## src/rtl/adc733_cfg_sched_if.sv

```systemverilog
// adc733_cfg_sched_if
// Bundles the requester bus and the codec control-word handshake used by
// adc733_cfg_sched.
//   req          requester -> sched  per-requester write request (level)
//   req_reg      requester -> sched  3-bit register address, slice i per requester
//   req_data     requester -> sched  8-bit register data, slice i per requester
//   gnt          sched -> requester  one-hot owner of the current transaction
//   done         sched -> requester  one-cycle pulse, word accepted by the core
//   err          sched -> requester  one-cycle pulse, transaction timed out
//   control_word sched -> core       packed 16-bit control word
//   cw_valid     sched -> core       control_word is valid
//   word_sent    core -> sched       one-cycle pulse, word shifted out
//   busy         sched -> observers  scheduler not idle
// master: scheduler side. slave: requesters / codec core side.
interface adc733_cfg_sched_if #(
  parameter int NUM_REQ = 3
);
  logic [NUM_REQ-1:0]   req;
  logic [3*NUM_REQ-1:0] req_reg;
  logic [8*NUM_REQ-1:0] req_data;
  logic [NUM_REQ-1:0]   gnt;
  logic [NUM_REQ-1:0]   done;
  logic [NUM_REQ-1:0]   err;
  logic [15:0]          control_word;
  logic                 cw_valid;
  logic                 word_sent;
  logic                 busy;

  modport master (
    input  req, req_reg, req_data, word_sent,
    output gnt, done, err, control_word, cw_valid, busy
  );

  modport slave (
    output req, req_reg, req_data, word_sent,
    input  gnt, done, err, control_word, cw_valid, busy
  );
endinterface

```

## src/rtl/adc733_cfg_sched.sv

```systemverilog
// adc733_cfg_sched
// Round-robin scheduler sharing the ADC733 codec control-word path among
// NUM_REQ register-write requesters. The granted request is packed into a
// 16-bit control word, held until the codec core pulses word_sent or the
// timeout expires, and the owner gets a done or err pulse.
// Ports:
//   clk  system clock
//   rst  synchronous reset, active-high
//   bus  adc733_cfg_sched_if.master (requester bus + codec handshake + busy)
//
// state  | meaning
// IDLE   | waiting for any req, round-robin search from ptr
// LOAD   | gnt asserted, control word captured from the owner's slice
// SEND   | cw_valid held, timeout counter running
// RESP   | done/err pulse to owner, pointer advanced past owner
module adc733_cfg_sched #(
  parameter int         NUM_REQ     = 3,
  parameter logic [2:0] DEV_ADDR    = 3'd0,
  parameter int         TIMEOUT_CYC = 4096
) (
  input logic                clk,
  input logic                rst,
  adc733_cfg_sched_if.master bus
);

  localparam int IDX_W = (NUM_REQ > 1) ? $clog2(NUM_REQ) : 1;
  localparam int CNT_W = (TIMEOUT_CYC > 1) ? $clog2(TIMEOUT_CYC) : 1;
  localparam logic [CNT_W-1:0] CNT_LAST = CNT_W'(TIMEOUT_CYC - 1);
  localparam logic [IDX_W-1:0] IDX_LAST = IDX_W'(NUM_REQ - 1);

  typedef enum logic [1:0] {
    S_IDLE = 2'd0,
    S_LOAD = 2'd1,
    S_SEND = 2'd2,
    S_RESP = 2'd3
  } state_t;

  state_t             state, state_n;
  logic [IDX_W-1:0]   idx, idx_n;
  logic [IDX_W-1:0]   ptr, ptr_n;
  logic [CNT_W-1:0]   cnt, cnt_n;
  logic [NUM_REQ-1:0] gnt_q, gnt_n;
  logic [NUM_REQ-1:0] done_q, done_n;
  logic [NUM_REQ-1:0] err_q, err_n;
  logic [15:0]        cw_q, cw_n;
  logic               cwv_q, cwv_n;

  logic [2:0]         reg_a  [NUM_REQ];
  logic [7:0]         data_a [NUM_REQ];

  logic               arb_hit;
  logic [IDX_W-1:0]   arb_idx;
  logic [NUM_REQ-1:0] own_sel;

  // Unpack the flat request buses so the owner's fields can be indexed.
  for (genvar g = 0; g < NUM_REQ; g++) begin : g_unpack
    assign reg_a[g]  = bus.req_reg[3*g +: 3];
    assign data_a[g] = bus.req_data[8*g +: 8];
  end

  // First requesting index at or after ptr, wrapping modulo NUM_REQ.
  always_comb begin
    logic [IDX_W:0]   sum;
    logic [IDX_W-1:0] cand;
    arb_hit = 1'b0;
    arb_idx = '0;
    sum     = '0;
    cand    = '0;
    for (int k = 0; k < NUM_REQ; k++) begin
      sum = {1'b0, ptr} + (IDX_W+1)'(k);
      if (sum >= (IDX_W+1)'(NUM_REQ)) begin
        sum = sum - (IDX_W+1)'(NUM_REQ);
      end
      cand = sum[IDX_W-1:0];
      if (!arb_hit && bus.req[cand]) begin
        arb_hit = 1'b1;
        arb_idx = cand;
      end
    end
  end

  always_comb begin
    own_sel      = '0;
    own_sel[idx] = 1'b1;
  end

  always_comb begin
    state_n = state;
    idx_n   = idx;
    ptr_n   = ptr;
    cnt_n   = cnt;
    gnt_n   = gnt_q;
    done_n  = '0;
    err_n   = '0;
    cw_n    = cw_q;
    cwv_n   = cwv_q;

    unique case (state)
      S_IDLE: begin
        if (arb_hit) begin
          idx_n          = arb_idx;
          gnt_n          = '0;
          gnt_n[arb_idx] = 1'b1;
          state_n        = S_LOAD;
        end
      end

      S_LOAD: begin
        cw_n    = {2'b10, DEV_ADDR, reg_a[idx], data_a[idx]};
        cwv_n   = 1'b1;
        cnt_n   = '0;
        state_n = S_SEND;
      end

      S_SEND: begin
        // word_sent is checked first so it wins a tie with the timeout.
        if (bus.word_sent) begin
          done_n  = own_sel;
          cwv_n   = 1'b0;
          gnt_n   = '0;
          state_n = S_RESP;
        end else if (cnt == CNT_LAST) begin
          err_n   = own_sel;
          cwv_n   = 1'b0;
          gnt_n   = '0;
          state_n = S_RESP;
        end else begin
          cnt_n = cnt + 1'b1;
        end
      end

      S_RESP: begin
        ptr_n   = (idx == IDX_LAST) ? '0 : idx + 1'b1;
        state_n = S_IDLE;
      end

      default: begin
        state_n = S_IDLE;
      end
    endcase
  end

  always_ff @(posedge clk) begin
    if (rst) begin
      state  <= S_IDLE;
      idx    <= '0;
      ptr    <= '0;
      cnt    <= '0;
      gnt_q  <= '0;
      done_q <= '0;
      err_q  <= '0;
      cw_q   <= 16'h0000;
      cwv_q  <= 1'b0;
    end else begin
      state  <= state_n;
      idx    <= idx_n;
      ptr    <= ptr_n;
      cnt    <= cnt_n;
      gnt_q  <= gnt_n;
      done_q <= done_n;
      err_q  <= err_n;
      cw_q   <= cw_n;
      cwv_q  <= cwv_n;
    end
  end

  assign bus.gnt          = gnt_q;
  assign bus.done         = done_q;
  assign bus.err          = err_q;
  assign bus.control_word = cw_q;
  assign bus.cw_valid     = cwv_q;
  assign bus.busy         = (state != S_IDLE);

endmodule

```

## src/flat_wrapper.sv

```systemverilog
// flat-port wrapper written by rule: the top's interface ports become plain ports
module adc733_cfg_sched_flat 
#(
  parameter int         NUM_REQ     = 3,
  parameter logic [2:0] DEV_ADDR    = 3'd0,
  parameter int         TIMEOUT_CYC = 4096
)
  (clk, rst, bus_req, bus_req_reg, bus_req_data, bus_word_sent, bus_gnt, bus_done, bus_err, bus_control_word, bus_cw_valid, bus_busy);
  adc733_cfg_sched_if #(.NUM_REQ(NUM_REQ)) bus_i ();
  input logic clk;
  input logic rst;
  input wire logic [$bits(bus_i.req)-1:0] bus_req;
  input wire logic [$bits(bus_i.req_reg)-1:0] bus_req_reg;
  input wire logic [$bits(bus_i.req_data)-1:0] bus_req_data;
  input wire logic [$bits(bus_i.word_sent)-1:0] bus_word_sent;
  output wire logic [$bits(bus_i.gnt)-1:0] bus_gnt;
  output wire logic [$bits(bus_i.done)-1:0] bus_done;
  output wire logic [$bits(bus_i.err)-1:0] bus_err;
  output wire logic [$bits(bus_i.control_word)-1:0] bus_control_word;
  output wire logic [$bits(bus_i.cw_valid)-1:0] bus_cw_valid;
  output wire logic [$bits(bus_i.busy)-1:0] bus_busy;
  assign bus_i.req = bus_req;
  assign bus_i.req_reg = bus_req_reg;
  assign bus_i.req_data = bus_req_data;
  assign bus_i.word_sent = bus_word_sent;
  assign bus_gnt = bus_i.gnt;
  assign bus_done = bus_i.done;
  assign bus_err = bus_i.err;
  assign bus_control_word = bus_i.control_word;
  assign bus_cw_valid = bus_i.cw_valid;
  assign bus_busy = bus_i.busy;
  adc733_cfg_sched #(.NUM_REQ(NUM_REQ), .DEV_ADDR(DEV_ADDR), .TIMEOUT_CYC(TIMEOUT_CYC)) u_core (.clk(clk), .rst(rst), .bus(bus_i));
endmodule
```

## config.mk

```make
export PLATFORM = sky130hd
export DESIGN_NAME = adc733_cfg_sched_flat
export DESIGN_NICKNAME = d
export VERILOG_FILES = /design/src/rtl/adc733_cfg_sched_if.sv /design/src/rtl/adc733_cfg_sched.sv /design/src/flat_wrapper.sv
export SDC_FILE = /design/constraint.sdc
export NUM_CORES = 1
export LEC_CHECK = 0
export ABC_AREA = 1
export CORE_ASPECT_RATIO = 0.8
export CORE_MARGIN = 3
export CORE_UTILIZATION = 47
export CTS_CLUSTER_DIAMETER = 100
export DETAILED_ROUTE_END_ITERATION = 8
export GPL_TIMING_DRIVEN = 0
export PLACE_DENSITY = 0.8
export SYNTH_ARGS = -nofsm -noshare
export SYNTH_HDL_FRONTEND = slang
export SYNTH_SLANG_ARGS = --single-unit
```

## constraint.sdc

```tcl
create_clock -name clk -period 2 [get_ports clk]
set_input_delay 0.3 -clock clk [delete_from_list [all_inputs] [get_ports clk]]
set_output_delay 0.3 -clock clk [all_outputs]
set_load 0.05 [all_outputs]
```

# Yosys cells after proc, flatten, opt, wreduce, memory -nomap -nowiden
# Cells that the tools add are included.
[totals]
regBits = 40
output_inout_bits = 27
elab_cells = 97
[classes]
addsub = 7
magnitude_cmp = 11
eq_ne = 9
muxes = 40
bitwise = 4
reduce_logical = 17
[ops]
columns = ["op", "count"]
rows = [
  ["$mux 12", 2],
  ["$pmux 12 s2", 1],
  ["$mux 2", 10],
  ["$bmux 8 s2", 1],
  ["$mux 8", 2],
  ["$lt 2x3->1 const B", 5],
  ["$mux 3", 5],
  ["$add 12x1->12 const B", 1],
  ["$eq 12x12->1 const B", 1],
  ["$mux 1", 10],
  ["$pmux 2 s4", 1],
  ["$bmux 1 s2", 3],
  ["$bmux 3 s2", 1],
  ["$eq 2x2->1 const B", 3],
  ["$ge 3x2->1 const B", 2],
  ["$pmux 3 s2", 1],
  ["$reduce_and 2->1", 3],
  ["$reduce_and 3->1", 2],
  ["$reduce_bool 2->1", 3],
  ["$sub 2x2->2 const B", 3],
  ["$demux 1 s2", 2],
  ["$ge 2x1->1 const B", 2],
  ["$logic_and 1x1->1", 4],
  ["$ne 2x2->1 const B", 2],
  ["other kinds (15)", 18],
]

# Depth between registers and ports, before layout
[logic_depth]
word_depth = 17
mapped_depth = 11

# Least setup slack after synthesis
# OpenSTA, ideal clock, no wires.
[synth_path]
path_kind = "reg2reg"
startpoint = "reg u_core.ptr[0]"
endpoint = "reg u_core.gnt_q[1], in the netlist u_core.bus.gnt[1]"
setup_ps = 70
arrival_time_ps = 1533
required_time_ps = 1930
setup_slack_ps = 397
path_stages_with_launch = 12
n_path_buf = 0
synth_period_minus_slack_ps = 1603
cell_sequence = "dfxtp_1 inv_1 ha_1 inv_1 nand2_1 nand3_1 nand2_1 nand3_1 nand2_1 nor2_1 o21ai_0 a21oi_1"
[synth_between]
elab_chain_len = 17
elab_cells_between_ends = 36
[synth_lines]
columns = ["item", "line", "text"]
rows = [
  ["start, declared", "adc733_cfg_sched.sv:40", "logic [IDX_W-1:0] ptr, ptr_n;"],
  ["start signal, assigned", "adc733_cfg_sched.sv:157", "ptr <= ptr_n;"],
  ["branches (longest 17 deep; another with $add 2x1->3)", "-", ""],
  ["end signal, assigned", "adc733_cfg_sched.sv:159", "gnt_q <= gnt_n;"],
  ["end, declared", "adc733_cfg_sched.sv:42", "logic [NUM_REQ-1:0] gnt_q, gnt_n;"],
]
# Several ways; the timed one is not identified. The select of a mux whose other input is x is not followed.
# A chain may end at the register's enable or synchronous reset.

# Worst setup path in the final report
[layout_path]
startpoint = "reg u_core.state[0]"
endpoint = "out bus_busy"
[layout_between]
elab_chain_len = 1
[layout_lines]
columns = ["item", "line", "text"]
rows = [
  ["start, declared", "adc733_cfg_sched.sv:38", "state_t state, state_n;"],
  ["start signal, assigned", "adc733_cfg_sched.sv:155", "state <= state_n;"],
  ["$reduce_bool 2->1", "adc733_cfg_sched.sv:172", "assign bus.busy = (state != S_IDLE);"],
  ["end, declared", "flat_wrapper.sv:21", "output wire logic [$bits(bus_i.busy)-1:0] bus_busy;"],
]
# Every way passes these cells.

==> qor.txt <==
Net Sw Frac: 48.12%
Syn. warnings: 0
CTS clk-pin slew, worst paths: 0.07 ns
Yosys cell types: 27
number of H-tree levels: 2
setup violation total in the final timing report: 0
total gr overflow: 0
largest net degree at the start of global routing: 14
GRT Total Usage: 22.36%
total clock buffers created by CTS: 5
main combinational cell family by area after synthesis: simple AND/OR/NAND/NOR gates
Initial DRT Pass Iterations: 4
Die Width: 82.36 um
Rows: 21
Starting Density: 50.56%
Peak Freq: 527.4 MHz
WP data required: 1.70 ns
Hold-fix buffers, CTS: 0
reg-to-reg critical path startpoint: u_core.cnt[0]$_SDFFE_PP0P_
crit share post-route: 94.80%
root buffer cell: clkbuf_8
r2r setup slk: 0.18 ns
Worst-Margin Slew: 0.5535 ns
Synth Area in Adders: 5.137%
core area: 4335 um2
Arr. time, crit path: 1.60 ns
post-synthesis to final-layout area growth: 36.76%
sequential cell fraction of total power: 27.8%
area of the multi-input gates: 1201 um2
I/O pin count: 66
Final Hold Slack: 0.4685 ns
VDD IR max: 800.2 uV
number of synthesized register bits: 40
initial antenna violation count: 0
IO buf count: 61
unrepaired setup endpoints after global routing: false
setup tns final: 0 ns
minimum clock period: 1.896 ns
Clock Sinks: 40
Reg area: 800.8 um2
sequential element share of the synthesized area: 36.53%
fin. max-slew vios: 0
antenna cells: 0
final core occ: 69.15%
logic gate share of total power: 55.6%
non-filler cells, final: 447
P_int: 2.050 mW
DR vias: 2291
status: finished, final reports clean
Max Cap Violations: 0
routability cong.: 0.8389
post-synthesis cell area: 2192 um2
mux contribution to synthesized area: 0%
max_slew headroom: 63.10%
chip height: 67.09 um
Hold Violations, Final: 0
CTS tree: built
crit path launch: u_core.state[0]$_SDFFE_PP0P_
total wire length: 5627 um
simple-gate share of the synthesized area: 33.50%
R2R depth: 10
CP Launch Type: flip-flop
Max Fanout on Critical Path: 4
layout cells sized above 1: 5.897%
First DRT Iteration DRCs: 112
CTS max path bufs: 2
fin nets: 437
DRC viols: 0
first-pass GRT wire length: 9487 um
pwr dens: 1318 nW/um2
class of the worst hold path: reg2reg
die area: 5525 um2
Worst Clk Skew: 0.009657 ns
R2R Path End: u_core.cnt[8]$_SDFFE_PP0P_
clock share of power: 16.6%
Clk Latency, worst-skew pair: 0.29 ns
dpl hpwl: 4396 um
Sw Pwr: 1.901 mW
crit path to: bus_busy
CP Capture Type: output port
WL/cell: 12.59 um
critical path class: reg2out
cell count after synthesis: 318
Post-CTS Setup Inserts: 0
# fillers: 396
vias in the first global route: 2145
complex-gate fraction of the synthesized area: 14.55%
placed insts: 439
Syn Area/Cell: 6.893 um2
post-route ant nets: 0
vias per std cell: 5.125
Leak: 1.186 nW
xor/xnor share of the synthesized area: 0.7991%
flip-flops by register name, indices dropped and copies added, names as in the netlist:
name and count:
u_core.bus.control_word 12, u_core.bus.cw_valid 1, u_core.bus.done 3, u_core.bus.err 3, u_core.bus.gnt 3, u_core.cnt 12
u_core.idx 2, u_core.ptr 2, u_core.state 2
routing by layer:
layer	GRT usage (%)	up-vias	wire, um
met5	0	-	0
met4	6.846	0	75
met3	7.703	9	575
met2	35.50	84	2499
met1	28.27	1008	2477
li1	-	1190	-
synthesized netlist by cell type:
master    instances  area share (%)
a31oi_1           5             1.4
nand2_1          82              14
dfxtp_1          40              37
o21ai_0          22             5.0
nor3_1            3            0.68
a21oi_1          25             5.7
inv_1            34             5.8
a41oi_1           6             2.4
ha_1              9             5.1
buf_4             4             1.4
nor4_1            3            0.86
nand3_1          35             8.0
buf_6             1            0.51
xor2_1            1            0.40
conb_1            1            0.17
nand3_4           2             1.6
nor2_4            1            0.51
buf_1             1            0.17
clkbuf_1          7             1.2
nand4_1           6             1.7
xnor2_1           1            0.40
nand2_4           1            0.51
nor3_4            1            0.74
nand3_2           1            0.46
buf_2             1            0.23
nand2_2           1            0.29
nor2_1           24             4.1
cells by family (layout without fill, tap and decap cells):
| family | Yosys count | after routing |
|---|---|---|
| simple gates | 160 | 160 |
| compound gates | 58 | 58 |
| buf+inv | 48 | 117 |
| flops | 40 | 40 |
| fa+ha+maj | 9 | 9 |
| xor+xnor | 2 | 2 |
| other cells | 1 | 4 |
metrics by stage:
stage / power (mW) / setup WS [ns] / area (um2)
after global placement: 3.281 / 0.1480 / 2885
final: 3.951 / 0.1040 / 2998
after detailed placement: 3.305 / 0.1470 / 2885
after global routing: 4.239 / 0.01018 / 2998
after CTS: 3.962 / 0.09188 / 2995
after floorplan: 2.635 / 0.3966 / 2203
power groups by stage:
stage | combinational (mW) | sequential, mW | clock [mW]
global placement | 2.17 | 1.11 | 0
floorplan | 1.09 | 1.54 | 0
global route | 2.42 | 1.12 | 0.702
detailed placement | 2.19 | 1.11 | 0
CTS | 2.20 | 1.10 | 0.669
finish | 2.20 | 1.10 | 0.657
area by class of cell:
class                   instances  share of cell area (%)
multi-input cells             233                   40.07
flip-flops and latches         40                   26.71
repair buffers                 61                   20.33
inverters                      34                   4.257
plain buffers                  14                   2.546
well taps                      57                   2.379
clock buffers                   5                   2.295
clock inverters                 3                   1.419
layout by cell type (no fill, tap or decap), types with 5 or more instances in the layout:
| master | n |
|---|---|
| nand2_1 | 82 |
| clkdlybuf4s50_1 | 60 |
| dfxtp_1 | 40 |
| nand3_1 | 35 |
| inv_1 | 33 |
| a21oi_1 | 25 |
| nor2_1 | 24 |
| o21ai_0 | 21 |
| ha_1 | 8 |
| clkbuf_1 | 7 |
| nand4_1 | 6 |
| a41oi_1 | 6 |
| a31oi_1 | 5 |
| clkbuf_8 | 5 |
repair_timing:
item	in CTS	in global routing
resized for setup	1	3
endpoints found under the setup margin	1	5
hold endpoints to repair	0	0
pin swaps	0	0
critical path, stage by stage (launching register included):
cell	delay [ns]
dfxtp_1	0.39
inv_1	0.08
ha_1	0.23
inv_1	0.08
dlygate4sd2_1	0.52
how the worst min path moves through the flow:
stage                                       end  cells after the start                             start
2_1_floorplan       u_core.cnt[10]$_SDFFE_PP0P_                      1                               rst
3_3_place_gp   u_core.bus.cw_valid$_SDFFE_PP0P_                      2  u_core.bus.cw_valid$_SDFFE_PP0P_
3_5_place_dp     u_core.bus.gnt[0]$_SDFFE_PP0P_                      2    u_core.bus.gnt[0]$_SDFFE_PP0P_
4_1_cts          u_core.bus.gnt[0]$_SDFFE_PP0P_                      2    u_core.bus.gnt[0]$_SDFFE_PP0P_
5_1_grt          u_core.bus.gnt[0]$_SDFFE_PP0P_                      2    u_core.bus.gnt[0]$_SDFFE_PP0P_
6_report         u_core.bus.gnt[0]$_SDFFE_PP0P_                      2    u_core.bus.gnt[0]$_SDFFE_PP0P_
Power figures use the tool's default switching activity.
